File: config.mk
export PLATFORM = sky130hd
export DESIGN_NAME = fc_sgd_update
export DESIGN_NICKNAME = d
export VERILOG_FILES = /design/src/rtl/fc_pkg.sv /design/src/rtl/fc_sgd_alu.sv /design/src/rtl/fc_sgd_update.sv
export SDC_FILE = /design/constraint.sdc
export NUM_CORES = 1
export LEC_CHECK = 0
export CORE_MARGIN = 4
export CORE_UTILIZATION = 35
export CTS_CLUSTER_DIAMETER = 200
export DETAILED_ROUTE_END_ITERATION = 16
export DONT_BUFFER_PORTS = 1
export SLEW_MARGIN = 20
export SYNTH_ARGS = -nofsm -noshare
export SYNTH_HDL_FRONTEND = slang
export SYNTH_SLANG_ARGS = --single-unit
File: constraint.sdc
create_clock -name clk -period 8.55 [get_ports clk]
set_input_delay 1.71 -clock clk [delete_from_list [all_inputs] [get_ports clk]]
set_output_delay 1.71 -clock clk [all_outputs]
set_load 0.01 [all_outputs]
File: src/rtl/fc_pkg.sv
// Shared types and helpers for the fully connected layer blocks.
package fc_pkg;

  localparam int DATA_W = 16;
  localparam int Q_FRAC = 8;

  typedef enum logic [2:0] {
    S_IDLE,
    S_FETCH,
    S_READ,
    S_CALC,
    S_WRITE,
    S_DONE
  } state_t;

  // Clamp an 18-bit intermediate to Q8.8; MSB of the result flags a clamp.
  function automatic logic [DATA_W:0] sat16(input logic signed [DATA_W+1:0] x);
    if (x > 18'sd32767) begin
      return {1'b1, 16'h7FFF};
    end else if (x < -18'sd32768) begin
      return {1'b1, 16'h8000};
    end else begin
      return {1'b0, x[DATA_W-1:0]};
    end
  endfunction

endpackage

File: src/rtl/fc_sgd_alu.sv
// Combinational SGD step: new = sat(w - floor(g*lr / 2^LR_FRAC)).
module fc_sgd_alu
  import fc_pkg::*;
#(
  parameter int LR_FRAC = 16
) (
  input  logic [DATA_W-1:0] w_i,
  input  logic [DATA_W-1:0] g_i,
  input  logic [DATA_W-1:0] lr_i,
  output logic [DATA_W-1:0] new_o,
  output logic              sat_o
);

  localparam int EW = DATA_W + 2;

  logic signed [2*DATA_W:0] prod;
  logic signed [EW-1:0]     delta;
  logic signed [EW-1:0]     diff;

  // Arithmetic shift floors toward -inf; the shifted product always fits EW bits.
  always_comb begin
    prod  = $signed({{(DATA_W+1){g_i[DATA_W-1]}}, g_i}) *
            $signed({{(DATA_W+1){1'b0}}, lr_i});
    delta = EW'(prod >>> LR_FRAC);
    diff  = $signed({{2{w_i[DATA_W-1]}}, w_i}) - delta;
    {sat_o, new_o} = sat16(diff);
  end

endmodule

File: src/rtl/fc_sgd_update.sv
// Sequential SGD engine: one read-modify-write per FC parameter per gradient word.
module fc_sgd_update
  import fc_pkg::*;
#(
  parameter int INPUT_SIZE  = 120,
  parameter int OUTPUT_SIZE = 10,
  parameter int LR_FRAC     = 16,
  parameter int ADDR_W      = $clog2(OUTPUT_SIZE*(INPUT_SIZE+1))
) (
  input  logic              clk,
  input  logic              rst,
  input  logic              start,
  input  logic [15:0]       lr,
  input  logic              grad_valid,
  input  logic [15:0]       grad_data,
  output logic              grad_ready,
  output logic [ADDR_W-1:0] w_addr,
  output logic              w_rd_en,
  input  logic [15:0]       w_rdata,
  output logic              w_wr_en,
  output logic [15:0]       w_wdata,
  output logic              busy,
  output logic              done,
  output logic [ADDR_W-1:0] sat_count
);

  localparam int N = OUTPUT_SIZE * (INPUT_SIZE + 1);

  state_t              state_q;
  logic [ADDR_W-1:0]   addr_q;
  logic [ADDR_W-1:0]   sat_cnt_q;
  logic [DATA_W-1:0]   lr_q;
  logic [DATA_W-1:0]   grad_q;
  logic [DATA_W-1:0]   wdata_q;
  logic                rd_en_q;
  logic                wr_en_q;
  logic                busy_q;
  logic                done_q;
  logic [DATA_W-1:0]   new_d;
  logic                sat_d;

  fc_sgd_alu #(.LR_FRAC(LR_FRAC)) u_alu (
    .w_i   (w_rdata),
    .g_i   (grad_q),
    .lr_i  (lr_q),
    .new_o (new_d),
    .sat_o (sat_d)
  );

  // Operand registers carry no reset; they are always loaded before use.
  always_ff @(posedge clk) begin
    if (state_q == S_IDLE && start) begin
      lr_q <= lr;
    end
    if (state_q == S_FETCH && grad_valid) begin
      grad_q <= grad_data;
    end
  end

  always_ff @(posedge clk or posedge rst) begin
    if (rst) begin
      state_q   <= S_IDLE;
      addr_q    <= '0;
      sat_cnt_q <= '0;
      wdata_q   <= '0;
      rd_en_q   <= 1'b0;
      wr_en_q   <= 1'b0;
      busy_q    <= 1'b0;
      done_q    <= 1'b0;
    end else begin
      case (state_q)
        S_IDLE: begin
          done_q <= 1'b0;
          if (start) begin
            addr_q    <= '0;
            sat_cnt_q <= '0;
            busy_q    <= 1'b1;
            state_q   <= S_FETCH;
          end
        end
        S_FETCH: begin
          if (grad_valid) begin
            rd_en_q <= 1'b1;
            state_q <= S_READ;
          end
        end
        S_READ: begin
          rd_en_q <= 1'b0;
          state_q <= S_CALC;
        end
        S_CALC: begin
          wdata_q <= new_d;
          wr_en_q <= 1'b1;
          if (sat_d) begin
            sat_cnt_q <= sat_cnt_q + ADDR_W'(1);
          end
          state_q <= S_WRITE;
        end
        S_WRITE: begin
          wr_en_q <= 1'b0;
          if (addr_q == ADDR_W'(N - 1)) begin
            done_q  <= 1'b1;
            state_q <= S_DONE;
          end else begin
            addr_q  <= addr_q + ADDR_W'(1);
            state_q <= S_FETCH;
          end
        end
        S_DONE: begin
          done_q  <= 1'b0;
          busy_q  <= 1'b0;
          state_q <= S_IDLE;
        end
        default: begin
          state_q <= S_IDLE;
        end
      endcase
    end
  end

  assign grad_ready = (state_q == S_FETCH);
  assign w_addr     = addr_q;
  assign w_rd_en    = rd_en_q;
  assign w_wr_en    = wr_en_q;
  assign w_wdata    = wdata_q;
  assign busy       = busy_q;
  assign done       = done_q;
  assign sat_count  = sat_cnt_q;

endmodule

==> results.sh <==
export IMPL_synth_ff_type="dfrtp_1"
export IMPL_io_pins=95
export IMPL_grt_max_degree=46
export IMPL_htree_levels=3
export IMPL_clk_pin_slew_ps=80
export IMPL_hold_class="register to register"
export IMPL_first_global_vias=9695
export IMPL_critPathMaxFanout=13
export IMPL_finClkSkew_ps=17.8
export IMPL_cts_tree="yes"
export IMPL_port_buffers=0
export IMPL_critPathLaunchType="register"
export IMPL_fp_dieW_um=196
export IMPL_finalHoldViolCount=0
export IMPL_synth_seq_cells=77
export IMPL_place_congestion=0.851
export IMPL_clkSinkCount=77
export IMPL_cts_root_buf="clkbuf_16"
export IMPL_crit_buf_inv=6
export IMPL_critical_path_required_ps=8800
export IMPL_dpl_worst_slack_ps=103
export IMPL_drt_iter0_drc=483
export IMPL_wl_per_cell_um=17.1
export IMPL_cts_buffers_inserted=9
export IMPL_ys_warn_count=0
export IMPL_clock_path_buffers=2
export IMPL_synth_distinct_cells=64
export IMPL_crit_top_cell="fa_1"
export IMPL_insertion_delay_ps=370
export IMPL_worstSetupPathType="register to register"
export IMPL_status="finished clean"
export IMPL_wl_mm=31.3
export IMPL_fin_crit_ps=8200
export IMPL_row_count=68
export IMPL_path_delay_family="adder cells"
export IMPL_arrival_ps=8440
export IMPL_track_usage_pct=16.9
export IMPL_mostFrequentLayoutCell="inv_1"
export IMPL_dieArea_sq_mm=0.0382
export IMPL_start_util_pct=35.6
export IMPL_drive_gt1_share_pct=8.02
export IMPL_syn_nets=1720
export IMPL_antenna_left=0
export IMPL_viasPerCell=5.01
export IMPL_timing_fmax_ghz=0.122
export IMPL_most_common_layout_cells="260 x inv_1, 193 x fa_1, 181 x nand2_1, 138 x ha_1, 114 x and2_1"
export IMPL_yosysSeqAreaShare_pct=17.0
export IMPL_maxSlewViolCount=0
export IMPL_max_cap_viol_count=0
export IMPL_critical_path_max_stage_delay_ps=610
export IMPL_syn_inst=1335
export IMPL_syn_avg_cell_area_sq_um=9.22
export IMPL_synth_edf_count=32
export IMPL_finalSetupViolations=0
export IMPL_die_h_um=196
export IMPL_drcViolationCount=0
export IMPL_syn_to_final_growth_pct=10.8
export IMPL_cts_hold_buf=0
export IMPL_synthArstFlopShare_pct=58.4
export IMPL_dp_hpwl_mm=26.0
export IMPL_core_area_sq_mm=0.0346
export IMPL_num_vias=9157
export IMPL_fin_crit_sh_pct=95.9
export IMPL_finalNetCount=1751
export IMPL_grt_ovfl_total=0
export IMPL_antenna_found_initial=4
export IMPL_fin_ws_ps=352
export IMPL_slowest_stage="edfxtp_1"
export IMPL_slew_headroom_pct=35.1
export IMPL_grt_pass1_wl_mm=51.3
export IMPL_worst_pin_slew_ps=972
export IMPL_synth_area_sq_mm=0.0123
export IMPL_dr_pass1_iters=5
export IMPL_crit_path_end_kind="register"
==> layout make-up <==
cell class	count	area, sq um
clock inverters	6	62.6
multi-input cells	955	9230
well taps	455	569
repair buffers	61	475
flip-flops and latches	77	2090
clock buffers	10	229
inverters	262	983
diodes	2	5.00
fillers	3431	21000
==> flip-flops by register name, indices dropped and copies added (netlist names), 3 cells and up <==
| signal | count |
|---|---|
| grad_q | 16 |
| w_addr | 11 |
| lr_q | 16 |
| w_wdata | 16 |
| state_q | 3 |
| sat_count | 11 |
==> synthesized netlist by cell type, types with 3 or more instances <==
| cell type | count | area share [%] |
|---|---|---|
| a31oi_1 | 6 | 0.30 |
| a21o_1 | 10 | 0.61 |
| nor3_1 | 3 | 0.12 |
| o21a_1 | 8 | 0.49 |
| o21bai_1 | 3 | 0.18 |
| nor2_1 | 54 | 1.6 |
| edfxtp_1 | 32 | 7.8 |
| xnor2_1 | 21 | 1.5 |
| or3_1 | 7 | 0.36 |
| nand2_1 | 182 | 5.5 |
| fa_1 | 194 | 32 |
| or4_1 | 7 | 0.43 |
| nand4_1 | 11 | 0.56 |
| o22ai_1 | 3 | 0.15 |
| nor4_1 | 4 | 0.20 |
| a21oi_1 | 52 | 2.1 |
| xor2_1 | 19 | 1.4 |
| o211ai_1 | 12 | 0.73 |
| nand3_1 | 20 | 0.81 |
| nand2b_1 | 13 | 0.66 |
| ha_1 | 139 | 14 |
| a211oi_1 | 6 | 0.37 |
| nor2b_1 | 5 | 0.25 |
| and2_1 | 114 | 5.8 |
| and3_1 | 4 | 0.20 |
| inv_1 | 261 | 8.0 |
| buf_1 | 3 | 0.091 |
| o21ai_0 | 21 | 0.85 |
| dfrtp_1 | 45 | 9.1 |
| clkbuf_1 | 36 | 1.1 |
==> per-layer routing <==
layer	up-vias	track usage, %	routed length, um
met5	-	0	0
met4	0	5.20	784
met3	40	3.19	1520
met2	217	29.5	16400
met1	4639	21.2	12700
li1	4261	-	-
==> kinds of logic (layout without fill, tap and decap cells) <==
logic type | Yosys count | in the layout | synth area share, %
compound gates | 144 | 144 | 7.63
other cells | 0 | 2 | 0
buf+inv | 303 | 339 | 9.28
flops | 77 | 77 | 17.0
simple gates | 435 | 435 | 17.4
fa+ha+maj | 333 | 333 | 45.7
xor+xnor | 40 | 40 | 2.85
mux | 3 | 3 | 0.254
==> per-stage QoR <==
step	setup TNS [ps]	cells	hold slack [ps]	util [%]	area, sq um
6_report	0	1828	564	39.4	13600
5_1_grt	-4.18	1828	596	39.4	13600
4_1_cts	0	1806	577	38.5	13300
3_5_place_dp	0	1790	552	37.6	13000
3_3_place_gp	0	1790	555	37.6	13000
2_1_floorplan	0	1335	514	-	12300
==> worst min-delay path, stage by stage, from the launching register on <==
cell,delay [ps]
dfrtp_1,400
nand2_1,70
nand2_1,60
==> path summary, 6_finish.rpt <==
| check | startpoint | slack [ps] | depth (start not counted) | to |
|---|---|---|---|---|
| setup / recovery | grad_q[9] | 350 | 31 | sat_count[2] |
| hold / removal | w_wdata[15] | 560 | 2 | w_wdata[15] |
| hold reg to reg | w_wdata[15] | 560 | 2 | w_wdata[15] |
| setup reg to reg | grad_q[9] | 350 | 31 | sat_count[2] |
| max in group asynchronous | rst | 6480 | 1 | w_wdata[4] |
| min in group asynchronous | rst | 1440 | 1 | w_addr[0] |
==> repair_timing <==
| item | 4_1_cts | 5_1_grt |
|---|---|---|
| setup endpoints to repair | 0 | 26 |
| buffers inserted | 0 | 20 |
| resized for setup | 0 | 31 |
Power is not shown: default switching activity piles up to over one toggle a cycle in this logic, so the estimate is an artifact.
